[src/rtl/ula_pkg.sv]
// rtl/ula_pkg.sv - opcode/state types and compare helpers for the ula command sequencer
package ula_pkg;

    typedef enum logic [3:0] {
        OP_ADD  = 4'd0,
        OP_SUB  = 4'd1,
        OP_MUL  = 4'd2,
        OP_AND  = 4'd3,
        OP_OR   = 4'd4,
        OP_NAND = 4'd5,
        OP_XOR  = 4'd6,
        OP_NOR  = 4'd7,
        OP_EQ   = 4'd8,
        OP_GTE  = 4'd9,
        OP_LTE  = 4'd10
    } ula_op_e;

    typedef enum logic [1:0] {
        IDLE,
        DRIVE,
        RESP
    } seq_state_e;

    localparam logic [3:0] OP_LAST = 4'd10;

    function automatic logic is_compare(input logic [3:0] op);
        return (op == OP_EQ) || (op == OP_GTE) || (op == OP_LTE);
    endfunction

    // Compares run as a - b on the ula; the boolean comes from the flags of that subtraction.
    function automatic logic [15:0] cmp_result(input logic [3:0] op, input logic zero,
                                               input logic sign);
        logic bit_val;
        case (op)
            OP_EQ:   bit_val = zero;
            OP_GTE:  bit_val = !sign;
            OP_LTE:  bit_val = sign | zero;
            default: bit_val = 1'b0;
        endcase
        return {15'b0, bit_val};
    endfunction

endpackage

[src/rtl/ula_op_sequencer.sv]
// rtl/ula_op_sequencer.sv - drives the combinational ula with one command at a time and returns its result
module ula_op_sequencer
    import ula_pkg::*;
#(
    parameter int SETTLE_CYCLES = 1
) (
    input  logic        clk,
    input  logic        rst_n,
    input  logic        cmd_valid,
    output logic        cmd_ready,
    input  logic [3:0]  cmd_op,
    input  logic [7:0]  cmd_a,
    input  logic [7:0]  cmd_b,
    output logic [7:0]  alu_a,
    output logic [7:0]  alu_b,
    output logic [3:0]  alu_sel,
    input  logic [15:0] alu_result,
    input  logic        alu_zero,
    input  logic        alu_sign,
    output logic        rsp_valid,
    input  logic        rsp_ready,
    output logic [15:0] rsp_result,
    output logic        rsp_zero,
    output logic        rsp_sign,
    output logic        rsp_err,
    output logic        busy,
    output logic [15:0] ops_done
);

    seq_state_e state, state_next;
    logic [3:0] settle_cnt;
    logic [3:0] op_q;
    logic       illegal;

    assign illegal   = cmd_op > OP_LAST;
    assign cmd_ready = (state == IDLE);
    assign rsp_valid = (state == RESP);
    assign busy      = (state != IDLE);

    always_ff @(posedge clk or negedge rst_n) begin
        if (!rst_n) begin
            state <= IDLE;
        end else begin
            state <= state_next;
        end
    end

    always_comb begin
        state_next = state;
        case (state)
            IDLE:    if (cmd_valid) state_next = DRIVE;
            DRIVE:   if (settle_cnt == 4'd0) state_next = RESP;
            RESP:    if (rsp_ready) state_next = IDLE;
            default: state_next = IDLE;
        endcase
    end

    // Illegal ops pass through DRIVE with a zero count so the response still lands one cycle
    // after accept, but the ula is neither driven nor sampled for them.
    always_ff @(posedge clk or negedge rst_n) begin
        if (!rst_n) begin
            alu_a      <= 8'd0;
            alu_b      <= 8'd0;
            alu_sel    <= 4'd0;
            settle_cnt <= 4'd0;
            op_q       <= 4'd0;
            rsp_result <= 16'd0;
            rsp_zero   <= 1'b0;
            rsp_sign   <= 1'b0;
            rsp_err    <= 1'b0;
            ops_done   <= 16'd0;
        end else begin
            case (state)
                IDLE: begin
                    if (cmd_valid) begin
                        op_q <= cmd_op;
                        if (illegal) begin
                            settle_cnt <= 4'd0;
                            rsp_err    <= 1'b1;
                            rsp_result <= 16'd0;
                            rsp_zero   <= 1'b0;
                            rsp_sign   <= 1'b0;
                        end else begin
                            alu_a      <= cmd_a;
                            alu_b      <= cmd_b;
                            alu_sel    <= is_compare(cmd_op) ? OP_SUB : cmd_op;
                            settle_cnt <= 4'(SETTLE_CYCLES - 1);
                            rsp_err    <= 1'b0;
                        end
                    end
                end
                DRIVE: begin
                    if (settle_cnt != 4'd0) begin
                        settle_cnt <= settle_cnt - 4'd1;
                    end else if (op_q <= OP_LAST) begin
                        rsp_zero   <= alu_zero;
                        rsp_sign   <= alu_sign;
                        rsp_result <= is_compare(op_q) ? cmp_result(op_q, alu_zero, alu_sign)
                                                       : alu_result;
                    end
                end
                RESP: begin
                    if (rsp_ready) ops_done <= ops_done + 16'd1;
                end
                default: ;
            endcase
        end
    end

endmodule

[config.mk]
export PLATFORM = sky130hd
export DESIGN_NAME = ula_op_sequencer
export DESIGN_NICKNAME = d
export VERILOG_FILES = /design/src/rtl/ula_pkg.sv /design/src/rtl/ula_op_sequencer.sv
export SDC_FILE = /design/constraint.sdc
export NUM_CORES = 1
export LEC_CHECK = 0
export CAP_MARGIN = 20
export CORE_ASPECT_RATIO = 0.6
export CORE_MARGIN = 2
export CORE_UTILIZATION = 48
export DETAILED_ROUTE_END_ITERATION = 6
export PLACE_DENSITY = 0.84
export SYNTH_ARGS = -nofsm -noshare
export SYNTH_HDL_FRONTEND = slang
export SYNTH_SLANG_ARGS = --single-unit
[constraint.sdc]
create_clock -name clk -period 3.12 [get_ports clk]
set_clock_uncertainty 0.2 [all_clocks]
set_input_delay 0.312 -clock clk [delete_from_list [all_inputs] [get_ports clk]]
set_output_delay 0.312 -clock clk [all_outputs]
set_load 0.01 [all_outputs]
* After elaboration in Yosys (flattened, before gate mapping)
Index checks and enable logic that the tools add are counted.
** Cells by class
- Reductions and logical operators :: 16
- Multiplexer cells :: 24
- Bitwise operators :: 2
- $lt $le $gt $ge :: 2
- Add/subtract/negate cells :: 2
- Eq/ne operators :: 15
** Operator list (number)
- 16-bit 2-to-1 mux :: 5
- 16-bit one-hot mux with 2 select lines :: 1
- 4-bit equality test (second input constant) :: 6
- 16-bit by 1-bit adder with 16-bit output (second input constant) :: 1
- 4-bit 2-to-1 mux :: 3
- 2-bit inequality test (second input constant) :: 5
- 3-bit AND reduction :: 3
- 4-bit one-hot mux with 2 select lines :: 1
- 1-bit 2-to-1 mux :: 7
- 2-bit 2-to-1 mux :: 3
- 2-bit one-hot mux with 3 select lines :: 1
- 5-bit AND reduction :: 1
- 4-bit greater-than comparator (second input constant) :: 1
- 4-bit <= comparator (second input constant) :: 1
- 4-bit logical NOT :: 1
- 1-bit logical OR :: 4
- 2-bit by 1-bit inequality test with 1-bit output (second input constant) :: 2
- 1-bit one-hot mux with 2 select lines :: 2
- 2-bit AND reduction :: 2
- 2-bit nonzero test :: 2
- 4-bit nonzero test :: 1
- 4-bit by 1-bit subtractor with 4-bit output (second input constant) :: 1
- 1-bit one-hot mux with 3 select lines :: 1
- 2-bit by 1-bit equality test with 1-bit output (second input constant) :: 1
- 5 further kinds :: 5
** Word-level totals
- Register bits after elaboration :: 65
- Input bits :: 42
- Output and inout bits :: 58
- Word-level logic and storage cells :: 72

* Depth between registers and ports, before layout
- Word-level depth :: 7
- Mapped depth :: 8
- Depth with buffers taken out :: 6

* Worst setup path after synthesis
OpenSTA, ideal clock, no wires.
- Path kind :: register to register
- Start :: reg settle_cnt[0]
- End :: reg rsp_result[0]
- Arrival time :: 1768 ps
- Clock period less this slack :: 2095 ps
- Setup time :: 128 ps
- Cell stages (with the launch flop) :: 8
- Data required time :: 2792 ps
- Path buffers :: 1
- Slack :: 1025 ps
- Path through :: dfrtp_1 -> inv_1 -> ha_1 -> nor3b_1 -> a21oi_2 -> a311oi_2 -> buf_6 -> mux2_1
** On the way
- Cells in the longest elaborated chain, start to end :: 3
** Ends and longest elaborated chain
- from (decl) :: RTL line ula_op_sequencer.sv:31 : logic [3:0] settle_cnt;
- from (signal assigned) :: RTL line ula_op_sequencer.sv:87 : settle_cnt <= 4'(SETTLE_CYCLES - 1);
- from (signal assigned) :: RTL line ula_op_sequencer.sv:94 : settle_cnt <= settle_cnt - 4'd1;
- 4-bit nonzero test :: RTL line ula_op_sequencer.sv:93 : if (settle_cnt != 4'd0) begin
- 2-bit inequality test (no line)
- 5-bit AND reduction (no line)
- to (signal assigned) :: RTL line ula_op_sequencer.sv:98 : rsp_result <= is_compare(op_q) ? cmp_result(op_q, alu_zero, alu_sign)
- to (decl) :: RTL line ula_op_sequencer.sv:22 : output logic [15:0] rsp_result,
No other way between the ends.
A chain may end at the register's enable or synchronous reset.

* Worst setup path after layout
- Start :: reg settle_cnt[0]
- End :: reg rsp_result[1]
The elaborated chain is that of the path after synthesis.

==> results.yml <==
routing:
  vias: 2130
  drcViolationCount: 0
  viasPerCell: 4.83
  first_pass_iters: 4
  drtAntennaViolNets: 0
  totalWireLength_um: 6330
  drtIter0Drc: 82
  wl_per_cell_um: 14.4
worst_hold_path:
  hold_path_depth: 1
  min_to: "ops_done[15]"
  hp-start: "ops_done[15]"
  hp-class: "reg2reg"
synthesis:
  synth-main-ff-cell: "dfrtp_1"
  async_reset_ff_share_pct: 100
  synth_cell_type_count: 45
  ys_ff_latch: 65
  synth.yosys.seq_area_share_pct: 56.6
  syn-num-nets: 293
  synthesis.area_sq_mm: 0.00287
  syn_avg_cell_area_sq_um: 11.6
  synth-warning-count: 0
  synthCells: 248
  synth_edf_count: 0
die:
  start_util_pct: 50.6
  rows: 21
  dieArea_sq_mm: 0.00664
  die_y_um: 63.9
  core_sq_mm: 0.00568
  io_pins: 100
  die_x_um: 104
global_routing:
  grt_pass1_wl_um: 10400
  grt_max_degree: 43
  grt.overflow.total: 0
  grt_pass1_vias: 2136
  antenna_found_initial: 0
  grt_usage_pct: 20.3
critical_path:
  crit_buf_inv: 2
  path_class: "reg2reg"
  regToRegStartpoint: "settle_cnt[0]"
  critical_path.top_delay_family: "buffers and inverters"
  critPathMaxStageDelay_ns: 0.44
  crit_arrival_ns: 2.48
  startpoint_type: "flop"
  reg2reg_to: "rsp_result[1]"
  cp_cell_sequence: "inv_1, ha_1, nor3b_1, a21oi_2, a311oi_4, buf_4, mux2i_1"
  rr_worst_depth: 7
  slowest_stage: "nor3b_1"
  cp_data_required_time_ns: 3.17
  cp_max_fo: 17
  r2r_setup_slack_ns: 0.69
  endpoint_kind: "flop"
sta:
  fin_setup_tns_ns: 0
  maxSlewViolCount: 0
  fin_crit_ns: 2.43
  rsz0062_at_grt: "false"
  max_freq_ghz: 0.412
  slew_headroom_pct: 64.7
  setup-violations-final: 0
  holdWs_ns: 0.279
  fin_ws_ns: 0.694
  period_share_pct: 77.7
  worst_pin_slew_ns: 0.529
  hold_violations: 0
cts:
  max-clock-path-buffers: 2
  cts_tree: "done"
  cts_sinks: 65
  clk_latency_ns: 0.33
  clockRootBuffer: "clkbuf_8"
  cts_resized: 0
  h-tree-depth: 3
  cts_made_buffers: 9
  clkSlewWorstSetupHoldPaths_ns: 0.06
pwr:
  peakVddDrop_uv: 528
  power_density_mw_per_mm2: 862
  p_total_mw: 3.55
  leakage_nw: 1.82
run_status:
  status: "complete, no violations"
cells_and_area:
  fin_area_sq_mm: 0.00412
  instances_no_fill: 441
  final_util_pct: 72.6
  fin_nets: 401
  drive_above_1_share_pct: 12.5
  area_delta_synth_final_pct: 43.4
  antenna_cells: 0
place:
  dp_worst_setup_slack_ns: 0.598
  dp_cells: 424
  numPortBuffers: 99
  gp_congestion: 0.822
  dpl_cell_area_sq_mm: 0.00394
  dp_hpwl_um: 4630
flow_run:
  drv_cap: 0
==> placed cells by master (no fill, tap or decap), drive strengths merged, types with 4 or more instances in the layout <==
cell type / count
clkbuf: 13
nor2: 10
nor2b: 4
xor2: 6
mux2i: 17
inv: 23
a21oi: 4
xnor2: 11
buf: 6
nand2: 39
clkdlybuf4s50: 98
nand3: 8
mux2: 20
dfrtp: 65
==> area by class of cell <==
class                      instances  area, sq um
multi-input combinational        152         1100
timing repair buffer             105         1030
inverter                          23         86.3
fill                             428         1560
clock buffer                      13          159
sequential                        65         1630
tap                               80          100
clock inverter                     3         15.0
==> worst max-delay path by stage <==
stage	startpoint	endpoint	slack, ns	cells after the start
2_1_floorplan	settle_cnt[0]	rsp_result[0]	1.02	7
3_3_place_gp	cmd_valid	rsp_result[12]	0.67	6
3_5_place_dp	cmd_valid	rsp_result[1]	0.60	6
4_1_cts	settle_cnt[0]	rsp_result[1]	0.64	7
5_1_grt	settle_cnt[0]	rsp_result[1]	0.41	7
6_report	settle_cnt[0]	rsp_result[1]	0.69	7
==> worst register-to-register path, delay by kind of cell (launching register included) <==
family / cells / cell delay (ns)
AOI/OAI and AO/OA: 2 / 0.43
DFF: 1 / 0.38
muxes: 1 / 0.26
and+or+nand+nor: 1 / 0.44
adders and majority gates: 1 / 0.18
buffers and inverters: 2 / 0.45
==> state kept, by name (all words and copies together), names as in the netlist <==
name / cells
rsp_result: 16
ops_done: 16
op_q: 4
rsp_sign: 1
alu_a: 8
state: 2
alu_b: 8
rsp_zero: 1
rsp_err: 1
alu_sel: 4
settle_cnt: 4
==> cell usage after synthesis (4+ instances only) <==
library cell / count / area [sq um]
mux2i_1: 17 / 170
inv_1: 22 / 82.6
mux2_1: 4 / 45.0
nand2_1: 39 / 146
xnor2_1: 11 / 96.3
nor2_1: 9 / 33.8
nand3_1: 8 / 40.0
dfrtp_1: 65 / 1630
xor2_1: 6 / 52.6
mux2_2: 16 / 180
==> per-layer routing <==
layer	wire length (um)	track usage [%]	vias to the layer above
li1	-	-	1038
met1	2960	26.2	1003
met2	2730	30.9	82
met3	551	8.47	7
met4	87	7.77	0
met5	0	0	-
==> what timing repair did <==
item,in CTS,in global routing
hold buffers,1,0
hold endpoints to repair,23,0
setup buffers,0,0
==> where the power goes <==
| group | internal (mW) | switching [mW] | leakage (nW) | total (mW) |
|---|---|---|---|---|
| combinational | 0.876 | 0.689 | 0.900 | 1.57 |
| sequential | 1.14 | 0.209 | 0.827 | 1.35 |
| clock | 0.328 | 0.302 | 0.0932 | 0.631 |
| total | 2.35 | 1.20 | 1.82 | 3.55 |
==> cells by family after synthesis <==
logic type               count (synthesis)  share of synthesized area [%]
AND/OR/NAND/NOR                         79                           13.6
multiplexers                            37                           13.8
buffers and inverters                   31                           5.49
XOR/XNOR                                17                           5.19
adder cells (fa/ha/maj)                  3                           1.31
AO/OA/AOI/OAI                           16                           4.01
flip-flops                              65                           56.6
Power figures use the tool's default switching activity.
